$ cat src/rtl/vga_timing_gen.sv
// vga_timing_gen: raster timing for the screen compositor.
// Horizontal and vertical counters advance on each pixel enable. Coordinates,
// syncs, blanking, line/frame pulses and a frame counter are registered and
// decoded from the next counter values, so they line up with the counters.
module vga_timing_gen #(
    parameter int   H_ACTIVE = 640,
    parameter int   H_FP     = 16,
    parameter int   H_SYNC   = 96,
    parameter int   H_BP     = 48,
    parameter int   V_ACTIVE = 480,
    parameter int   V_FP     = 10,
    parameter int   V_SYNC   = 2,
    parameter int   V_BP     = 33,
    parameter logic SYNC_POL = 1'b0
) (
    input  logic       clk,
    input  logic       rst,
    input  logic       pix_clk,
    output logic [9:0] pix_x,
    output logic [8:0] pix_y,
    output logic       h_sync,
    output logic       v_sync,
    output logic       video_on,
    output logic       line_start,
    output logic       frame_start,
    output logic [7:0] frame_cnt
);

    localparam logic [9:0] H_VIS  = 10'(H_ACTIVE);
    localparam logic [9:0] H_LAST = 10'(H_ACTIVE + H_FP + H_SYNC + H_BP - 1);
    localparam logic [9:0] HS_BEG = 10'(H_ACTIVE + H_FP);
    localparam logic [9:0] HS_END = 10'(H_ACTIVE + H_FP + H_SYNC - 1);
    localparam logic [9:0] V_VIS  = 10'(V_ACTIVE);
    localparam logic [9:0] V_LAST = 10'(V_ACTIVE + V_FP + V_SYNC + V_BP - 1);
    localparam logic [9:0] VS_BEG = 10'(V_ACTIVE + V_FP);
    localparam logic [9:0] VS_END = 10'(V_ACTIVE + V_FP + V_SYNC - 1);

    logic [9:0] h_cnt;
    logic [9:0] v_cnt;
    logic [9:0] h_next;
    logic [9:0] v_next;
    logic       h_wrap;
    logic       f_wrap;
    logic       vis_next;
    logic       hs_next;
    logic       vs_next;

    // Next counter values; an out-of-range count is treated as terminal and wraps.
    always_comb begin
        h_next = h_cnt;
        v_next = v_cnt;
        h_wrap = 1'b0;
        f_wrap = 1'b0;
        if (pix_clk) begin
            if (h_cnt >= H_LAST) begin
                h_next = 10'd0;
                h_wrap = 1'b1;
                if (v_cnt >= V_LAST) begin
                    v_next = 10'd0;
                    f_wrap = 1'b1;
                end else begin
                    v_next = v_cnt + 10'd1;
                end
            end else begin
                h_next = h_cnt + 10'd1;
            end
        end else begin
            h_next = h_cnt;
            v_next = v_cnt;
        end
    end

    // Decode visibility and sync windows from the next counter values.
    always_comb begin
        vis_next = (h_next < H_VIS) && (v_next < V_VIS);
        hs_next  = (h_next >= HS_BEG) && (h_next <= HS_END);
        vs_next  = (v_next >= VS_BEG) && (v_next <= VS_END);
    end

    // Counter and output registers; decoded outputs refresh only on an enable so
    // the reset values persist until the first pixel advance.
    always_ff @(posedge clk) begin
        if (rst) begin
            h_cnt       <= 10'd0;
            v_cnt       <= 10'd0;
            frame_cnt   <= 8'd0;
            pix_x       <= 10'd0;
            pix_y       <= 9'd0;
            video_on    <= 1'b0;
            h_sync      <= ~SYNC_POL;
            v_sync      <= ~SYNC_POL;
            line_start  <= 1'b0;
            frame_start <= 1'b0;
        end else begin
            h_cnt       <= h_next;
            v_cnt       <= v_next;
            line_start  <= h_wrap;
            frame_start <= f_wrap;
            if (f_wrap) begin
                frame_cnt <= frame_cnt + 8'd1;
            end
            if (pix_clk) begin
                video_on <= vis_next;
                pix_x    <= vis_next ? h_next : 10'd0;
                pix_y    <= vis_next ? v_next[8:0] : 9'd0;
                h_sync   <= hs_next ? SYNC_POL : ~SYNC_POL;
                v_sync   <= vs_next ? SYNC_POL : ~SYNC_POL;
            end
        end
    end

endmodule
$ cat config.mk
export PLATFORM = sky130hd
export DESIGN_NAME = vga_timing_gen
export DESIGN_NICKNAME = d
export VERILOG_FILES = /design/src/rtl/vga_timing_gen.sv
export SDC_FILE = /design/constraint.sdc
export NUM_CORES = 1
export LEC_CHECK = 0
export CORE_MARGIN = 4
export CORE_UTILIZATION = 49
export DETAILED_ROUTE_END_ITERATION = 8
export GPL_TIMING_DRIVEN = 0
export PLACE_DENSITY_LB_ADDON = 0.15
export SLEW_MARGIN = 20
export SYNTH_ARGS = -nofsm -noshare
export SYNTH_HDL_FRONTEND = slang
export SYNTH_SLANG_ARGS = --single-unit
$ cat constraint.sdc
create_clock -name clk -period 2.2 [get_ports clk]
set_input_delay 0.44 -clock clk [delete_from_list [all_inputs] [get_ports clk]]
set_output_delay 0.44 -clock clk [all_outputs]
set_load 0.05 [all_outputs]
* Word-level counts from Yosys, hierarchy flattened *
Cells that the tools add are included.
W data, S select, Z words.

word-level totals
  register bits after elaboration = 52
  input port bits = 3
  output and inout bits = 32
  word-level logic and storage cells = 39

operators by class
  add/sub/neg operators = 3
  magnitude comparators = 8
  multiplexer cells = 13
  bitwise logic cells = 1
  reduce and logical (&&, ||, !) cells = 4

operator list
  operator                 count
  $mux W10                 6
  $ge A10 B10 Y1 const B   3
  $add A10 B1 Y10 const B  2
  $ge A10 B9 Y1 const B    1
  $le A10 B10 Y1 const B   1
  $le A10 B9 Y1 const B    1
  $lt A10 B10 Y1 const B   1
  $lt A10 B9 Y1 const B    1
  $mux W9                  1
  $add A8 B1 Y8 const B    1
  $mux W1                  6
  $logic_and A1 B1 Y1      3
  $reduce_or A2 Y1         1
  $not A1 Y1               1

* Longest topological paths before layout *
  depth after elaboration = 7
  mapped depth = 9
  gate-level depth less buffers = 7

* Least setup slack after synthesis *
No wires, ideal clock.

  path type = reg2reg
  start point = register h_cnt[0]
  end point = register pix_y[6]
  library setup time = 0.117 ns
  arrival time = 2.180 ns
  data required time = 2.083 ns
  path slack = -0.097 ns
  stages on the path, launching flop included = 9
  buffers on the path = 1
  period minus slack after synthesis = 2.297 ns
  path through = dfxtp_1 ha_1 nand4_4 a211oi_4 nand3_2 a311oi_4 nor3_4 buf_6 a32o_1

on the way
  cells in the longest elaborated chain, start to end = 6
  elaborated cells on any way between the ends = 10
  those cells by class = add/sub (1); order compare (3); mux (5); reduce/logical (1)

ends and longest elaborated chain
  item                                                      RTL line  RTL
  start, declared                                           38        logic [9:0] h_cnt;
  start signal, assigned                                    95        h_cnt <= h_next;
  $add A10 B1 Y10 / $ge A10 B10 Y1 (equally long branches)  65, 55
  $mux W10                                                  55        if (h_cnt >= H_LAST) begin
  $mux W10                                                  54        if (pix_clk) begin
  $lt A10 B10 Y1 / $lt A10 B9 Y1 (equally long branches)    75        vis_next = (h_next < H_VIS) && (v_next < V_VIS);
  $logic_and A1 B1 Y1                                       75
  $mux W9 *                                                 105       pix_y <= vis_next ? v_next[8:0] : 9'd0;
  end signal, assigned                                      105
  end, declared                                             20        output logic [8:0] pix_y,

Mark *: on every way between the ends. The rest lies on a longest branch, timed or not.
A chain may end at the register's enable or synchronous reset.

* Worst setup path in the final report *
Ends and elaborated chain as after synthesis.

==> reports/metrics.yaml <==
run_status:
  status: "finished, violations left"
  violations: "negative setup slack"
pwr:
  ir_drop_uv: 393
  static-leakage-power_nw: 1.12
  power_density_mw_per_mm2: 540
worst_setup_path:
  path_max_fanout: 6
  start_kind: "flip-flop"
  worst-setup-path-type: "flip-flop to flip-flop"
  cp.required_ps: 2400
  end_kind: "flip-flop"
  rrSetupSlack_ps: -4
  crit_arrival_ps: 2410
place:
  hpwl_mm: 4.14
  placed_area_sq_mm: 0.00290
  place.gp.congestion: 0.904
  io_buffers: 32
sta:
  setup_ws_ps: -3.92
  tightest_slew_ps: 560
  finalCritPeriodShare_pct: 100
  clock.fmax_mhz: 454
  rsz0062_at_grt: "true"
  finalSetupTns_ps: -3.92
  setup_viol_count_final: 1
  drv_slew: 0
  relSlewSlack_pct: 62.6
  hold_viol: 0
  skew_ps: 10.2
  finalCriticalPeriod_ps: 2200
floorplanning:
  dieArea_sq_mm: 0.00626
  io_pins: 35
  initial_utilization_pct: 51.5
  die_w_microns: 79.1
  coreArea_sq_mm: 0.00482
  rows: 25
  die_h_microns: 79.1
route:
  wl_per_cell_microns: 15.7
  drc: 0
  ant_nets: 0
  dr_total_vias: 2285
  first_pass_iters: 5
  viasPerCell: 5.78
  drt-initial-drc-count: 179
  routed_wl_mm: 6.20
cts:
  clkSlewWorstSetupHoldPaths_ps: 90
  htree_levels: 2
  cts.hold.buffers_added: 0
  cts.sinks: 52
  cts_root_buf: "clkbuf_8"
  clkLatencyLatePin_ps: 310
  clk_path_buf_depth: 2
  numCtsBuffers: 5
  cts_tree: "built"
synth:
  ys_warn_count: 0
  synth_area_per_cell_sq_um: 9.11
  yosysSeqAreaShare_pct: 42.0
  synth_ff_type: "dfxtp_1"
  ys_types: 51
  async_reset_ff_share_pct: 0
  synth_nets: 279
  synth-seq-cells: 52
  netlist_instances: 272
  synth_edf_count: 0
  syn_area_sq_mm: 0.00248
cells_and_area:
  area_growth_pct: 29.5
  fin_area_sq_mm: 0.00321
  layout_common_cells: "40 x dfxtp_1, 35 x nor2_1, 32 x clkdlybuf4s50_1"
  drive_gt1_share_pct: 19.2
  num_antenna_cells: 0
  layout_commonest_cell: "dfxtp_1"
  nets: 334
global_route:
  grt_max_degree: 16
  grt_usage_pct: 20.4
  grt_overflow: 0
  antenna_found_initial: 0
  grt_pass1_vias: 2124
  grt_pass1_wl_mm: 10.1
flow_run:
  cap_violations: 0
min_path:
  hp-class: "flip-flop to flip-flop"
==> area by class of cell <==
| class | instances | area [sq um] |
|---|---|---|
| fillers | 422 | 1610 |
| multi-input cells | 197 | 1390 |
| flip-flops and latches | 52 | 1070 |
| repair buffers | 51 | 467 |
| well taps | 67 | 83.8 |
| clock buffers | 6 | 72.6 |
| plain buffers | 15 | 72.6 |
| clock inverters | 2 | 35.0 |
| inverters | 5 | 18.8 |
==> critical path, stage by stage (launching register included) <==
cell,delay [ps]
dfxtp_4,390
ha_4,170
nand4_4,140
a211oi_4,380
nand3_2,160
a311oi_4,360
nor3_4,110
buf_6,150
a32o_1,230
==> synthesized netlist by cell type (6+ instances only) <==
library cell | n | area [sq um]
dfxtp_1 | 52 | 1040
nor2_1 | 36 | 135
nand2_1 | 18 | 67.6
nor3_1 | 16 | 80.1
a21oi_1 | 11 | 55.1
a32o_1 | 11 | 110
nand3_1 | 11 | 55.1
clkbuf_1 | 10 | 37.5
nand4_1 | 9 | 56.3
a22o_1 | 8 | 70.1
xor2_1 | 8 | 70.1
o21ai_0 | 7 | 35.0
xnor2_1 | 7 | 61.3
a31oi_1 | 6 | 37.5
==> layer usage <==
metal  vias up  part of all wire, %  track usage [%]
li1       1124                    -                -
met1      1073                   47             28.0
met2        75                   45             31.9
met3        13                  6.3             3.63
met4         0                  1.8             7.90
met5         -                    0                0
==> where the power goes <==
part | switching [mW] | internal [mW]
clock network | 0.303 | 0.338
logic | 0.0836 | 0.0450
registers | 0.0123 | 0.951
total | 0.399 | 1.33
==> cell families after synthesis <==
group	share of synthesized area, %
AOI/OAI and AO/OA	22.4
xor gates and xnor gates	5.30
DFF	42.0
buffers and inverters	4.34
adders and majority gates	2.02
and+or+nand+nor	23.9
==> flip-flops by register name, indices dropped and copies added (netlist names) <==
| name | count |
|---|---|
| video_on | 1 |
| pix_x | 10 |
| line_start | 1 |
| frame_start | 1 |
| frame_cnt | 8 |
| v_cnt | 10 |
| v_sync | 1 |
| h_sync | 1 |
| h_cnt | 10 |
| pix_y | 9 |
==> metrics by stage <==
step,setup WS (ps),power [mW],hold slack (ps),cells,utilization (%)
final,-3.92,1.73,474,395,66.6
after floorplan,12.1,1.07,509,272,-
after detailed placement,-399,1.11,448,371,60.1
after global placement,-388,1.10,451,371,60.1
after global routing,-69.9,1.80,489,395,66.6
after CTS,-30.2,1.75,474,388,64.9
==> path summary, 6_finish.rpt <==
check / cells past startpoint / to / startpoint
worst max-delay path: 8 / pix_y[6] / h_cnt[0]
worst min register to register: 1 / pix_x[8] / pix_x[8]
worst max register to register: 8 / pix_y[6] / h_cnt[0]
worst min-delay path: 1 / pix_x[8] / pix_x[8]
==> timing repair <==
| action | CTS | global route |
|---|---|---|
| setup buffers | 10 | 8 |
| pin swaps | 8 | 9 |
| resized for setup | 18 | 12 |
| cloned | 1 | 0 |
| endpoints found under the setup margin | 27 | 21 |
| hold endpoints to repair | 0 | 0 |
Note: power is estimated with default switching activity, not from simulation.
